<file path="config.mk">
export PLATFORM = sky130hd
export DESIGN_NAME = shift_rows_pipe
export DESIGN_NICKNAME = d
export VERILOG_FILES = /design/src/rtl/aes_pkg.sv /design/src/rtl/shift_rows_perm.sv /design/src/rtl/shift_rows_pipe.sv
export SDC_FILE = /design/constraint.sdc
export NUM_CORES = 1
export LEC_CHECK = 0
export CORE_ASPECT_RATIO = 1.75
export CORE_MARGIN = 8
export CORE_UTILIZATION = 50
export CTS_CLUSTER_DIAMETER = 80
export DETAILED_ROUTE_END_ITERATION = 16
export PLACE_DENSITY_LB_ADDON = 0.1
export SLEW_MARGIN = 20
export SYNTH_ARGS = -nofsm -noshare
export SYNTH_HDL_FRONTEND = slang
export SYNTH_SLANG_ARGS = --single-unit
</file>
<file path="constraint.sdc">
create_clock -name clk -period 2.2 [get_ports clk]
set_clock_uncertainty 0.15 [all_clocks]
set_input_delay 0.44 -clock clk [delete_from_list [all_inputs] [get_ports clk]]
set_output_delay 0.44 -clock clk [all_outputs]
set_load 0.005 [all_outputs]
</file>
<file path="src/rtl/aes_pkg.sv">
// aes_pkg: shared ShiftRows helpers plus the mode and handshake-state types.
package aes_pkg;
  typedef enum logic {SR_FWD = 1'b0, SR_INV = 1'b1} mode_e;
  typedef enum logic [1:0] {EMPTY, ONE, TWO} state_e;
  function automatic int shift_off(input int nb, input int r);
    return (nb == 8 && r >= 2) ? r + 1 : r;
  endfunction
  function automatic int byte_lsb(input int nb, input int r, input int c);
    return 32 * nb - 8 - 8 * (4 * c + r);
  endfunction
endpackage

</file>
<file path="src/rtl/shift_rows_perm.sv">
// shift_rows_perm: combinational Rijndael (Inv)ShiftRows for NB = 4, 6 or 8 columns.
module shift_rows_perm
  import aes_pkg::*;
#(
  parameter int NB = 4,
  localparam int BW = 32 * NB
) (
  input  logic          inv,
  input  logic [BW-1:0] din,
  output logic [BW-1:0] dout
);
  if (NB != 4 && NB != 6 && NB != 8) begin : g_bad_nb
    $fatal(1, "shift_rows_perm: NB must be 4, 6 or 8");
  end
  for (genvar r = 0; r < 4; r++) begin : g_r
    for (genvar c = 0; c < NB; c++) begin : g_c
      localparam int DST = byte_lsb(NB, r, c);
      localparam int FWD = byte_lsb(NB, r, (c + shift_off(NB, r)) % NB);
      localparam int INV = byte_lsb(NB, r, (c - shift_off(NB, r) + NB) % NB);
      assign dout[DST +: 8] = (mode_e'(inv) == SR_INV) ? din[INV +: 8] : din[FWD +: 8];
    end
  end
endmodule

</file>
<file path="src/rtl/shift_rows_pipe.sv">
// shift_rows_pipe: registered (Inv)ShiftRows stage with valid/ready handshake and a one-entry skid buffer.
module shift_rows_pipe
  import aes_pkg::*;
#(
  parameter int NB    = 4,
  parameter int TAG_W = 4,
  localparam int BW   = 32 * NB
) (
  input  logic             clk,
  input  logic             rst_n,
  input  logic             in_valid,
  output logic             in_ready,
  input  logic             in_inv,
  input  logic [BW-1:0]    in_data,
  input  logic [TAG_W-1:0] in_tag,
  output logic             out_valid,
  input  logic             out_ready,
  output logic [BW-1:0]    out_data,
  output logic [TAG_W-1:0] out_tag
);
  logic [BW-1:0]    perm, main_q, main_d, skid_q, skid_d;
  logic [TAG_W-1:0] mtag_q, mtag_d, stag_q, stag_d;
  state_e           state_q, state_d;
  logic             rdy_q, acc, drain, load_main, load_skid, pop_skid;
  shift_rows_perm #(.NB(NB)) u_perm (.inv(in_inv), .din(in_data), .dout(perm));
  // rdy_q keeps the input closed for the first edge after reset release
  assign in_ready  = rdy_q && state_q != TWO;
  assign out_valid = state_q != EMPTY;
  assign out_data  = main_q;
  assign out_tag   = mtag_q;
  assign acc       = in_valid && in_ready;
  assign drain     = out_valid && out_ready;
  assign load_main = acc && (state_q == EMPTY || (state_q == ONE && drain));
  assign load_skid = acc && state_q == ONE && !drain;
  assign pop_skid  = state_q == TWO && drain;
  always_comb begin
    main_d  = pop_skid ? skid_q : load_main ? perm : main_q;
    mtag_d  = pop_skid ? stag_q : load_main ? in_tag : mtag_q;
    skid_d  = load_skid ? perm : pop_skid ? '0 : skid_q;
    stag_d  = load_skid ? in_tag : pop_skid ? '0 : stag_q;
    state_d = state_q == EMPTY ? (acc ? ONE : EMPTY)
            : state_q == ONE   ? (load_skid ? TWO : (drain && !acc) ? EMPTY : ONE)
            : (drain ? ONE : TWO);
  end
  always_ff @(posedge clk or negedge rst_n) begin
    if (!rst_n) begin
      state_q <= EMPTY;
      rdy_q   <= 1'b0;
      main_q  <= '0;
      mtag_q  <= '0;
      skid_q  <= '0;
      stag_q  <= '0;
    end else begin
      state_q <= state_d;
      rdy_q   <= 1'b1;
      main_q  <= main_d;
      mtag_q  <= mtag_d;
      skid_q  <= skid_d;
      stag_q  <= stag_d;
    end
  end
endmodule

</file>
After elaboration in Yosys (flattened, before gate mapping). Index checks and enable logic that the tools add are counted.

Bits in registers: 267. Output and inout bits: 134. Word-level logic and storage cells: 47.

Equal/unequal tests: 3. Multiplexer cells: 22. Reductions and logical operators: 16.

Operator list (number): two-way mux 128 bit (4); two-way mux 8 bit (8); two-way mux 4 bit (4); logical AND 1 bit (9); two-way mux 2 bit (4); nonzero test 2 bit (3); == test 2 x 1 -> 1 bit, second input constant (1); == test 2 bit, second input constant (1); logical NOT 1 bit (2); logical NOT 2 bit (1); two-way mux 1 bit (2); inequality test 2 bit, second input constant (1); logical OR 1 bit (1).

Depth between registers and ports, before layout.
Depth in word-level cells: 9. Mapped depth: 8. Depth with buffers taken out: 3.

Cells and area by module. Synthesis repeated with hierarchy kept, for this count alone.

Cells, all modules: 1621. Area total of the unflattened synthesis: 16240.6 um2.

By module, submodules not included: shift_rows_pipe (instances 1, cells an instance 1486, area an instance 14682.8 um2, seq. area each 6681.4 um2); shift_rows_perm (instances 1, cells an instance 135, area an instance 1557.7 um2, seq. area each 0.0 um2).

Least setup slack after synthesis. OpenSTA, ideal clock, no wires.

Path type: input-to-reg. Start: in in_valid. End: reg main_q[40], in the netlist out_data[40]. Setup time: 0.125 ns. Data arrival time: 1.517 ns. Required time: 1.925 ns. Setup slack: 0.409 ns. Cell stages on the path: 5. Buffers on the path: 2. Path through: nand2_1 -> o31ai_4 -> buf_4 -> buf_6 -> mux2_2.

Cells in the longest elaborated chain, start to end: 3.

RTL lines: start, declared (RTL line shift_rows_pipe.sv:11) `input logic in_valid,`; logical AND 1 bit (RTL line shift_rows_pipe.sv:31) `assign acc = in_valid && in_ready;`; logical AND 1 bit (RTL line shift_rows_pipe.sv:33) `assign load_main = acc && (state_q == EMPTY || (state_q == ONE && drain));`; nonzero test 2 bit (no source line); end signal, assigned (RTL line shift_rows_pipe.sv:56) `main_q <= main_d;`; end, declared (RTL line shift_rows_pipe.sv:21) `logic [BW-1:0] perm, main_q, main_d, skid_q, skid_d;`.

Every way passes these cells. A chain may end at the register's enable or synchronous reset.

Worst setup path in the final report.
Start: reg state_q[1]. End: out out_valid.

Cells in the longest elaborated chain, start to end: 1.

RTL lines: start, declared (RTL line shift_rows_pipe.sv:23) `state_e state_q, state_d;`; start signal, assigned (RTL line shift_rows_pipe.sv:54) `state_q <= state_d;`; nonzero test 2 bit (RTL line shift_rows_pipe.sv:28) `assign out_valid = state_q != EMPTY;`; end, declared (RTL line shift_rows_pipe.sv:16) `output logic out_valid,`.

Every way passes these cells.

==> results list <==
* Clock buffer count from CTS: 26
- Total of warnings raised by yosys: 0
- Area of the mapped netlist: 13110 µm²
- The setup path with the least slack is of type flop to output pin.
- Summed over all layers, the global routing overflow is 0.
* Number of fillers in the final layout: 1950
- Summed over all nets, wire length on met2 after detailed routing comes to 16150 µm.
* Detailed-route via count: 8794
- In this run, placement finished with an instance count of 1663.
- The most used flip-flop cell after synthesis is dfrtp_1.
- Worst-Skew Late Latency: 0.53 ns
* Startpoint type of the worst setup path: flop
- Share of the clock period used by the worst path after layout: 95.68%
- At the placement stage, the worst setup path has a slack of -0.2681 ns.
- The share of synthesized area in the top cell type comes to 50.95%.
- Number of flops mapped to enable cells by yosys: 0
- Final hold slack: 0.2353 ns
- For this design the ratio of total power to cell area is 946.7 nW/µm².
- Signal routing reaches up to met4.
- CTS sink cnt: 267
- Across the run, the number of max-cap violations was 0.
- Clock-pin slew was measured on the worst setup and hold paths at 0.06 ns.
* # DRC: 0
* Initial Utilization: 50.71%
- IO Port Bufs: 270
* Setup repair after global routing missed its margin: no
* CTS tree: built
- Traced cell by cell, the critical path runs through or2_2, dlygate4sd2_1.
- After the last flow step, the layout net total stands at 1511.
- Before antenna repair, the detailed router went through 6 iterations.
- The average instance in the mapped netlist occupies 12.26 µm².
* Aggregate routed wire length: 31340 µm
- In this run, the number of DRC markers left after iteration 0 of detailed routing was 228.
- Most area-consuming cells after synthesis: dfrtp_1, mux2i_1, mux2_2
* Max H-tree Level: 1
* Gr usage total: 19.71%
- Max VDD drop: 0.0006460 V
- At the end of routability-driven placement, the weighted congestion stood at 0.7580.
* # rows: 78
- Leading post-synthesis cells by instance count: dfrtp_1, mux2i_1, inv_1, nand2_1, mux2_2
* Routed Antenna Nets: 0
* Seq cells post-synth: 267
- The floorplan step defined a core boundary enclosing 25860 µm².
- In this run the count of I/O pins placed on the die edge is 271.
- Highest clock frequency the design can meet: 475.1 MHz
- Setup slack of the critical path after layout: 0.09503 ns
* Arrival time at the worst endpoint: 1.51 ns
- The final-report hold violation count is 0.
* CTS root buf: clkbuf_16
- Wire length on met1: 12350 µm
- The first global-routing pass estimated 51720 µm of wire.
* Fin. max-slew vios: 0
- Maximum number of pins on one net before global-route repair: 59
- Leading cell type by number of instances after synthesis: dfrtp_1
- The worst path needs 2.105 ns of the cycle, external delays included.
- The area growth from synthesis to layout is 33.89%.
- After detailed routing, the number of vias per cell comes to 5.122.
* Die Height: 230.2 µm
- Post-synthesis cell type count: 20
- Max Root-Sink Buffers: 3
* Ratio of cells with drive above 1 in the final layout: 17.86%
- In this design, the stage delay of the slowest critical-path cell is 0.41 ns.
- The number of nets handed over by synthesis was 1207.
- Leakage power summed over all cells: 0.008313 µW
* Post-detailed-placement cell area: 16630 µm²
* Die Area: 31870 µm²
- PnR Total Power: 16620 µW
* Share of synthesized flip-flops with an asynchronous set or reset: 100.0%
- STA classifies the critical path endpoint as an output pin.
- Setup violations remaining at the end of the flow were counted as 0.
- Synthesis handed over a netlist of 1070 instances.
- Sequential cell area fraction in the yosys report: 50.95%
- Data on the critical path is required at its endpoint by 1.61 ns.
* Cell accounting for the most synthesized area: dfrtp_1
- Max Fanout on Critical Path: 3
- Summed over all nets, the half-perimeter wirelength after detailed placement is 23050 µm.
- Status: finished, final reports clean
* Initial antenna violation count: 2
- Met3 routed WL: 1883 µm
- Vias in the first global route: 9754
- Final non-filler cell area: 17560 µm²
- Die width: 138.4 µm
- The worst hold path belongs to the class input port to asynchronous set/reset pin.
- Leaving out filler cells and counting taps, the final layout contains 1717.
- The largest individual stage delay along the critical path comes from the cell dfrtp_2.
* WL/cell: 18.25 µm
## stage by stage
step                      setup TNS (ns)  utilization [%]
after detailed placement          -54.15            64.30
after CTS                              0            67.86
after global placement            -46.83            64.30
after global routing                   0            67.88
final                                  0            67.89
after floorplan                        0                -
## repair_timing
action                     4_1_cts  5_1_grt
resized for setup                4        0
hold buffers                     1        0
buffers inserted                 2        0
hold endpoints to repair        87        0
setup endpoints to repair        2        0
## critical path, delay by kind of cell, from the launching register on
kind / cells / cell delay, ns
buffers and inverters: 1 / 0.27
flip-flops: 1 / 0.41
AND/OR/NAND/NOR: 1 / 0.31
## cell families (layout without fill, tap and decap cells)
| kind of cell | count (synthesis) | after routing | synth area share (%) |
|---|---|---|---|
| mux | 460 | 460 | 37.02 |
| flops | 267 | 267 | 50.95 |
| buf+inv | 199 | 523 | 7.537 |
| simple gates | 139 | 139 | 4.160 |
| compound gates | 4 | 4 | 0.3053 |
| other cells | 1 | 4 | 0.02860 |
## where the power goes
group,switching [µW],internal [µW]
Sequential,850,6510
Combinational,1740,2840
Clock,1920,2760
Total,4510,12100
## cell usage in the layout (no fill, tap or decap), types with 3 or more instances in the layout
master | Yosys | final
mux2i_1 | 260 | 260
dfrtp_1 | 267 | 266
mux2_1 | 73 | 73
clkdlybuf4s50_1 | 0 | 266
buf_4 | 24 | 42
inv_1 | 133 | 133
clkbuf_16 | 0 | 27
diode_2 | 0 | 3
clkbuf_8 | 0 | 5
mux2_2 | 127 | 127
clkbuf_1 | 0 | 4
nand2_1 | 133 | 133
clkinv_2 | 0 | 8
buf_12 | 0 | 30
bufinv_16 | 0 | 3
## final timing paths
check                             start           end  slack [ns]  cells past startpoint
max                          state_q[1]     out_valid         0.1                      2
min                               rst_n  out_data[43]        0.24                      2
max reg2reg                  state_q[0]  out_data[29]        0.22                      6
min reg2reg                out_data[53]  out_data[53]        0.33                      1
max in group asynchronous         rst_n   skid_q[108]        1.00                      4
min in group clk                 in_inv    skid_q[33]        0.30                      3
## metal layers
| layer | global-route usage (%) | up-vias |
|---|---|---|
| met5 | 0 | - |
| met4 | 7.267 | 0 |
| met3 | 4.953 | 46 |
| met2 | 35.12 | 201 |
| met1 | 22.19 | 4381 |
| li1 | - | 4166 |
## final cells by class
cell class | count | area, µm² | share of cell area (%)
flip-flops and latches | 267 | 6683 | 38.06
diodes | 3 | 7.507 | 0.04276
clock buffers | 36 | 759.5 | 4.326
clock inverters | 12 | 137.6 | 0.7839
inverters | 133 | 499.2 | 2.843
multi-input cells | 604 | 5450 | 31.04
well taps | 320 | 400.4 | 2.280
repair buffers | 342 | 3621 | 20.62
## registers in the layout (all words and copies together) (netlist names)
signal	cells
out_data	128
out_tag	4
state_q	2
stag_q	4
skid_q	128
rdy_q	1
Note: power is estimated with default switching activity, not from simulation.
